**src/rtl/core_pkg.sv**
```systemverilog
// Channel codes and helpers shared by the issue-side demultiplexer.
package core_pkg;

    localparam int NUM_CH = 4;

    typedef enum logic [1:0] {
        CH_A = 2'b00,
        CH_B = 2'b01,
        CH_C = 2'b10,
        CH_D = 2'b11
    } ch_e;

    function automatic logic [NUM_CH-1:0] ch_onehot(input logic [1:0] code);
        logic [NUM_CH-1:0] vec;
        vec       = '0;
        vec[code] = 1'b1;
        return vec;
    endfunction

endpackage

```
**src/rtl/demux_1to4_param_if.sv**
```systemverilog
// Upstream stream plus the four downstream channels of the demultiplexer.
interface demux_1to4_param_if #(
    parameter int WIDTH = 32
);
    logic [1:0]       control;
    logic             in_valid;
    logic             in_ready;
    logic [WIDTH-1:0] input_data;
    logic [3:0]       out_valid;
    logic [3:0]       out_ready;
    logic [WIDTH-1:0] output_A;
    logic [WIDTH-1:0] output_B;
    logic [WIDTH-1:0] output_C;
    logic [WIDTH-1:0] output_D;

    modport master (
        output control, in_valid, input_data, out_ready,
        input  in_ready, out_valid, output_A, output_B, output_C, output_D
    );

    modport slave (
        input  control, in_valid, input_data, out_ready,
        output in_ready, out_valid, output_A, output_B, output_C, output_D
    );
endinterface

```
**src/rtl/demux_1to4_param_fifo2.sv**
```systemverilog
// Two-entry channel buffer; an empty buffer keeps presenting the last popped word.
module fifo2_param #(
    parameter int WIDTH = 32
) (
    input  logic             clk,
    input  logic             rst,
    input  logic             push,
    input  logic [WIDTH-1:0] push_data,
    output logic             full,
    input  logic             pop,
    output logic             valid,
    output logic [WIDTH-1:0] head_data
);

    logic [1:0]       count_q, count_d;
    logic             head_q, head_d;
    logic             tail_q, tail_d;
    logic [WIDTH-1:0] mem_q [2];
    logic [WIDTH-1:0] mem_d [2];
    logic [WIDTH-1:0] last_q, last_d;
    logic             do_push;
    logic             do_pop;

    assign full    = (count_q == 2'd2);
    assign valid   = (count_q != 2'd0);
    assign do_push = push && !full;
    assign do_pop  = pop && valid;

    always_comb begin
        count_d = count_q;
        head_d  = head_q;
        tail_d  = tail_q;
        mem_d   = mem_q;
        last_d  = last_q;
        if (do_push) begin
            mem_d[tail_q] = push_data;
            tail_d        = ~tail_q;
        end
        if (do_pop) begin
            head_d = ~head_q;
            last_d = mem_q[head_q];
        end
        case ({do_push, do_pop})
            2'b10:   count_d = count_q + 2'd1;
            2'b01:   count_d = count_q - 2'd1;
            default: count_d = count_q;
        endcase
    end

    always_ff @(posedge clk) begin
        if (rst) begin
            count_q  <= 2'd0;
            head_q   <= 1'b0;
            tail_q   <= 1'b0;
            mem_q[0] <= '0;
            mem_q[1] <= '0;
            last_q   <= '0;
        end else begin
            count_q  <= count_d;
            head_q   <= head_d;
            tail_q   <= tail_d;
            mem_q[0] <= mem_d[0];
            mem_q[1] <= mem_d[1];
            last_q   <= last_d;
        end
    end

    // Slot at head is the live word; once drained, show what was last handed out.
    assign head_data = valid ? mem_q[head_q] : last_q;

endmodule

```
**src/rtl/demux_1to4_param.sv**
```systemverilog
// Steers one valid/ready stream to four independently buffered channels.
module demux_1to4_param
    import core_pkg::*;
#(
    parameter int WIDTH = 32
) (
    input logic               clk,
    input logic               rst,
    demux_1to4_param_if.slave bus
);

    logic [NUM_CH-1:0] full;
    logic [NUM_CH-1:0] valid;
    logic [NUM_CH-1:0] push_vec;
    logic [WIDTH-1:0]  head [NUM_CH];
    logic              in_ready;

    // Depends only on control and registered counts, never on out_ready.
    assign in_ready     = !full[bus.control];
    assign bus.in_ready = in_ready;
    assign push_vec     = (bus.in_valid && in_ready) ? ch_onehot(bus.control) : '0;

    for (genvar i = 0; i < NUM_CH; i++) begin : g_ch
        fifo2_param #(
            .WIDTH(WIDTH)
        ) u_fifo (
            .clk       (clk),
            .rst       (rst),
            .push      (push_vec[i]),
            .push_data (bus.input_data),
            .full      (full[i]),
            .pop       (bus.out_ready[i]),
            .valid     (valid[i]),
            .head_data (head[i])
        );
    end

    assign bus.out_valid = valid;
    assign bus.output_A  = head[CH_A];
    assign bus.output_B  = head[CH_B];
    assign bus.output_C  = head[CH_C];
    assign bus.output_D  = head[CH_D];

endmodule

```
**src/flat_wrapper.sv**
```systemverilog
// flat-port wrapper written by rule: the top's interface ports become plain ports
module demux_1to4_param_flat import core_pkg::*;
#(
    parameter int WIDTH = 32
)
  (clk, rst, bus_control, bus_in_valid, bus_input_data, bus_out_ready, bus_in_ready, bus_out_valid, bus_output_A, bus_output_B, bus_output_C, bus_output_D);
  demux_1to4_param_if #(.WIDTH(WIDTH)) bus_i ();
  input logic clk;
  input logic rst;
  input wire logic [$bits(bus_i.control)-1:0] bus_control;
  input wire logic [$bits(bus_i.in_valid)-1:0] bus_in_valid;
  input wire logic [$bits(bus_i.input_data)-1:0] bus_input_data;
  input wire logic [$bits(bus_i.out_ready)-1:0] bus_out_ready;
  output wire logic [$bits(bus_i.in_ready)-1:0] bus_in_ready;
  output wire logic [$bits(bus_i.out_valid)-1:0] bus_out_valid;
  output wire logic [$bits(bus_i.output_A)-1:0] bus_output_A;
  output wire logic [$bits(bus_i.output_B)-1:0] bus_output_B;
  output wire logic [$bits(bus_i.output_C)-1:0] bus_output_C;
  output wire logic [$bits(bus_i.output_D)-1:0] bus_output_D;
  assign bus_i.control = bus_control;
  assign bus_i.in_valid = bus_in_valid;
  assign bus_i.input_data = bus_input_data;
  assign bus_i.out_ready = bus_out_ready;
  assign bus_in_ready = bus_i.in_ready;
  assign bus_out_valid = bus_i.out_valid;
  assign bus_output_A = bus_i.output_A;
  assign bus_output_B = bus_i.output_B;
  assign bus_output_C = bus_i.output_C;
  assign bus_output_D = bus_i.output_D;
  demux_1to4_param #(.WIDTH(WIDTH)) u_core (.clk(clk), .rst(rst), .bus(bus_i));
endmodule
```
**config.mk**
```make
export PLATFORM = sky130hd
export DESIGN_NAME = demux_1to4_param_flat
export DESIGN_NICKNAME = d
export VERILOG_FILES = /design/src/rtl/core_pkg.sv /design/src/rtl/demux_1to4_param_if.sv /design/src/rtl/demux_1to4_param_fifo2.sv /design/src/rtl/demux_1to4_param.sv /design/src/flat_wrapper.sv
export SDC_FILE = /design/constraint.sdc
export NUM_CORES = 1
export LEC_CHECK = 0
export CAP_MARGIN = 40
export CORE_MARGIN = 4
export CORE_UTILIZATION = 50
export CTS_CLUSTER_DIAMETER = 150
export DETAILED_ROUTE_END_ITERATION = 10
export PLACE_DENSITY_LB_ADDON = 0.05
export SYNTH_ARGS = -nofsm -noshare
export SYNTH_HDL_FRONTEND = slang
export SYNTH_HIERARCHICAL = 1
export SYNTH_SLANG_ARGS = --single-unit
```
**constraint.sdc**
```tcl
create_clock -name clk -period 2.1 [get_ports clk]
set_input_delay 0.315 -clock clk [delete_from_list [all_inputs] [get_ports clk]]
set_output_delay 0.315 -clock clk [all_outputs]
set_load 0.005 [all_outputs]
```
; Word level (Yosys, flattened, before mapping)
; Cells that the tools add are included.
[totals]
reg_bits = 400
in_bits = 41
output_inout_bits = 133
wordCells = 138
[classes]
addsub = 8
magnitude_cmp = 14
n_eq_ne = 12
muxes = 37
bitwise = 16
n_reduce_logical = 27
[op_table]
columns = cell, n
row1 = $mux 32, 20
row2 = $bwmux 64, 4
row3 = $demux 32 s1, 4
row4 = $eq 2x2->1 const B, 8
row5 = $ge 2x2->1 const B, 8
row6 = $not 1->2, 8
row7 = $pmux 2 s2, 4
row8 = $reduce_bool 2->1, 8
row9 = $logic_and 1x1->1, 14
row10 = $add 2x1->2 const B, 4
row11 = $eq 2x1->1 const B, 4
row12 = $lt 2x1->1 const B, 4
row13 = $not 1->1, 8
row14 = $sub 2x1->2 const B, 4
row15 = $logic_not 1->1, 5
row16 = $mux 4, 1
row17 = $lt 2x3->1 const B, 1
row18 = $bmux 1 s2, 1
row19 = $demux 1 s2, 1
row20 = $ge 2x1->1 const B, 1
row21 = $mux 1, 2

; Depth between registers and ports, before layout
[depth]
depth_word = 9
ltp_mapped = 9
ltp_nobuf = 8

; By module
; The synthesis kept the hierarchy.
[modules_own_cells]
columns = mod, instances, cells_each, area_each_um2, seq_area_each_um2
row1 = fifo2_param, 4, 518, 4625.7, 2001.9
row2 = demux_1to4_param, 1, 7, 61.3, 0.0

; Worst setup path before layout
; Ideal clock, no wire load.
[synth_path]
path_type = register -> register
from = register u_core.g_ch[0].u_fifo.count_q[0]
to = register u_core.g_ch[0].u_fifo.count_q[1]
setup_time_ps = 70
t_arrival_ps = 2148
setup_slack_ps = -118
stages_incl_launch_ff = 9
n_path_buf = 1
path_cell_list = dfxtp_1 > nand2b_4 > inv_2 > clkbuf_1 > nor4b_1 > nand2_1 > ha_1 > or3_1 > a21oi_1
[synth_between]
elab_chain_cells = 9
elab_cells_between_ends = 16
[synth_rtl]
columns = element, line
row1 = from (decl), demux_1to4_param_fifo2.sv:15  ; logic [1:0] count_q, count_d;
row2 = from (signal assigned), demux_1to4_param_fifo2.sv:59  ; count_q <= count_d;
row3 = $eq 2x2->1 *, demux_1to4_param_fifo2.sv:24  ; assign full = (count_q == 2'd2);
row4 = net u_core.full[0], demux_1to4_param.sv:12  ; logic [NUM_CH-1:0] full;
row5 = $bmux 1 s2 *, demux_1to4_param.sv:19  ; assign in_ready = !full[bus.control];
row6 = $mux 1 (implied by the code) *, demux_1to4_param.sv:19
row7 = $logic_not 1->1 *, demux_1to4_param.sv:19
row8 = $logic_and 1x1->1 *, demux_1to4_param.sv:21  ; assign push_vec = (bus.in_valid && in_ready) ? ch_onehot(bus.control) : '0;
row9 = $mux 4 *, demux_1to4_param.sv:21
row10 = net u_core.push_vec[0], demux_1to4_param.sv:14  ; logic [NUM_CH-1:0] push_vec;
row11 = $logic_and 1x1->1 *, demux_1to4_param_fifo2.sv:26  ; assign do_push = push && !full;
row12 = $eq 2x1->1 or $eq 2x2->1 (tied branches), demux_1to4_param_fifo2.sv:43  ; case ({do_push, do_pop})
row13 = $pmux 2 s2 or $reduce_bool 2->1 (tied branches), --
; The timed path passes the listed nets; every way through them passes the cells marked *. The select of a mux whose other input is x is not followed.
; A chain may end at the register's enable or synchronous reset.

; Worst setup path in the final report
[layout_path]
from = register u_core.g_ch[3].u_fifo.count_q[1]
to = output bus_output_D[13]
[layout_between]
elab_chain_cells = 2
[layout_rtl]
columns = element, line
row1 = from (decl), demux_1to4_param_fifo2.sv:15
row2 = from (signal assigned), demux_1to4_param_fifo2.sv:59
row3 = $reduce_bool 2->1, demux_1to4_param_fifo2.sv:25  ; assign valid = (count_q != 2'd0);
row4 = $mux 32, demux_1to4_param_fifo2.sv:69  ; assign head_data = valid ? mem_q[head_q] : last_q;
row5 = to (decl), flat_wrapper.sv:19  ; output wire logic [$bits(bus_i.output_D)-1:0] bus_output_D;
; Every way passes these cells.

==> flow_summary.toml <==
[finish]
final_area_um2 = 25700
drive_gt1_share_pct = 32.1
multiInputGateArea_um2 = 11700
area_growth_pct = 38.5
nNetsFinal = 2352
finalCoreUtilization_pct = 70.2
stdcell_count = 2804
nFillCells = 2718
regArea_um2 = 8050
diodes = 0

[drt]
num_vias = 15900
firstDrtPassIters = 5
post_drt_wl_per_cell_um = 20.7
via_per_inst = 5.66
dr.first_iter.drc_count = 1070
routed_wirelength_um = 58000
drc_errors = 0
ant_nets = 0

[power]
clockPowerShare_pct = 26.6
power_mw = 28.0
swShare_pct = 33.4
power_leakage_nw = 9.14
powerDensity_nw_per_um2 = 1090
comb_power_share_pct = 41.8
p_int_mw = 18.6
power_frac_seq_pct = 31.6
p_sw_mw = 9.36
peakVddDrop_v = 0.000733

[synthesis]
ys_seq_area_share_pct = 43.1
synth.top_cell.area_share_pct = 43.1
syn_nets = 2124
syn_inst = 2079
synth_cell_type_count = 32
ys.flop_type = "dfxtp_1"
synth_edf_count = 0
synth.most_common_cell = "dfxtp_1"
ys_async_sr_fraction_pct = 0
avgSynthCellArea_um2 = 8.93
netlist_area_um2 = 18600
synth_area_leaders = "dfxtp_1 (43%), mux2i_1 (14%), nand2b_1 (8.9%), o21ai_0 (5.7%), nor2_1 (5.3%)"
ys_ff_latch = 400
yosys_warnings = 6
ys_top_cells_by_count = "dfxtp_1 (400), nand2b_1 (264), nor2_1 (264)"
synth_top_cell_by_area = "dfxtp_1"

[timing]
rsz0062_at_grt = "yes"
fin_crit_sh_pct = 109
fmax_mhz = 437
hold_viol_final = 0
maxSlewViolCount = 0
finalSetupViolCount = 60
setup_ws_ps = -187
clock_skew_ps = 8.95
worst_pin_slew_ps = 664
tns_ps = -4940
relSlewSlack_pct = 55.6
hold_ws_ps = 199
period_minus_slack_ps = 2290

[worst_setup_path]
worst_path_max_delay_cell = "dfxtp_4"
cp_common_cell = "buf_12"
required_ps = 1780
path_cells = "or2_4 -> buf_12 -> buf_8 -> buf_12 -> nor2_1 -> a21oi_2 -> clkdlybuf4s15_2"
cp-end-kind = "output pin"
start_kind = "register"
max_stage_delay_ps = 350
cp_max_fo = 5
critPathKind = "reg2out"
cp.arrival_ps = 1970
rr_worst_depth = 7

[global_routing]
antenna_found_initial = 3
grt_pass1_wl_um = 89200
grt_pass1_vias = 15600
grt_max_degree = 93
track_usage_pct = 27.3
grt_overflow = 0

[floorplan]
die_h_um = 201
rows = 70
design.core.area_um2 = 36600
die_x_um = 201
io_pins = 174
start_util_pct = 50.7
die-area_um2 = 40300

[place]
io_buffers = 173
gp_congestion = 0.777
place_area_um2 = 20900
dp_hpwl_um = 32100
dp.cells = 2616
dp_slack_ps = -230

[worst_hold_path]
hold_depth = 2
hp-class = "in2reg"

[clock_tree]
cts_tree = "done"
root_buffer = "clkbuf_16"
numCtsBuffers = 43
htree_levels = 2
clkTransAtPathRegs_ps = 60
clock_latency_ps = 550
postCtsHoldBufs = 0
cts_buffer_depth = 3
cts_sinks = 400

[flow_run]
cap_violations = 0

[status]
violations = "setup timing"
status = "complete, but fails checks"
-- cells by family after synthesis --
kind of cell	count (synthesis)	share of synthesized area, %
adders and majority gates	4	0.270
muxes	257	13.9
and+or+nand+nor	685	19.6
DFF	400	43.1
buffers and inverters	189	5.28
AOI/OAI and AO/OA	532	17.2
xor gates and xnor gates	12	0.566
-- final timing paths --
kind,startpoint,to,slack [ps]
max reg2reg,u_core/g_ch[1].u_fifo/count_q[0],u_core/g_ch[1].u_fifo/count_q[1],190
max,u_core/g_ch[3].u_fifo/count_q[1],bus_output_D[13],-190
min reg2reg,u_core/g_ch[3].u_fifo/mem_q[10],u_core/g_ch[3].u_fifo/mem_q[10],470
min,rst,u_core/g_ch[0].u_fifo/last_q[7],200
-- final cells by class --
type	instances	share of cell area, %
flip-flops and latches	400	31.3
multi-input cells	1490	45.6
repair buffers	363	15.4
well taps	468	2.28
clock inverters	6	0.131
inverters	9	0.151
clock buffers	68	5.18
-- sequential cells by signal, indices dropped and copies added, names as in the netlist --
name	flops
u_core/g_ch.u_fifo/count_q	8
u_core/g_ch.u_fifo/head_q	4
u_core/g_ch.u_fifo/last_q	128
u_core/g_ch.u_fifo/mem_q	256
u_core/g_ch.u_fifo/tail_q	4
-- layer usage --
layer  vias up  GRT usage [%]  part of all wire (%)
met4         6           8.21                   2.9
met5         -              0                 0.048
li1       7601              -                     -
met2       455           44.5                    47
met3        93           4.17                   5.3
met1      7718           37.8                    44
-- critical path, delay by kind of cell, from the launching register on --
kind                   cells  cell delay (ps)
buffers and inverters      4              620
and+or+nand+nor            2              400
DFF                        1              350
AOI/OAI and AO/OA          1               50
-- power by group through the flow --
stage / combinational (mW) / clock, mW / sequential, mW
2_1_floorplan: 4.21 / 0 / 8.68
3_3_place_gp: 7.98 / 0 / 8.74
3_5_place_dp: 8.05 / 0 / 8.77
4_1_cts: 10.7 / 7.55 / 8.76
5_1_grt: 12.5 / 7.85 / 8.93
6_report: 11.7 / 7.45 / 8.85
-- cells in the final DEF, fill, tap and decap left out, types with 11 or more instances in the layout --
cell	count
a21oi_1	24
a211oi_2	40
mux2i_2	25
a211oi_1	88
clkbuf_8	12
nand2b_1	264
buf_2	110
buf_12	51
nor2_4	71
buf_6	21
nor2b_1	128
clkbuf_16	56
o21ai_0	212
buf_16	22
nor2_1	164
dfxtp_1	388
a21oi_2	86
a21oi_4	26
mux2i_1	168
o21ai_1	52
clkdlybuf4s50_1	39
clkbuf_2	13
nor2_2	29
mux2i_4	63
clkbuf_1	11
buf_4	77
-- what timing repair did --
item                                    CTS  global route
endpoints found under the setup margin  133           120
pin swaps                                36            33
resized for setup                       912           168
buffers inserted                         70            21
cloned                                   27            11
Power figures use the tool's default switching activity.
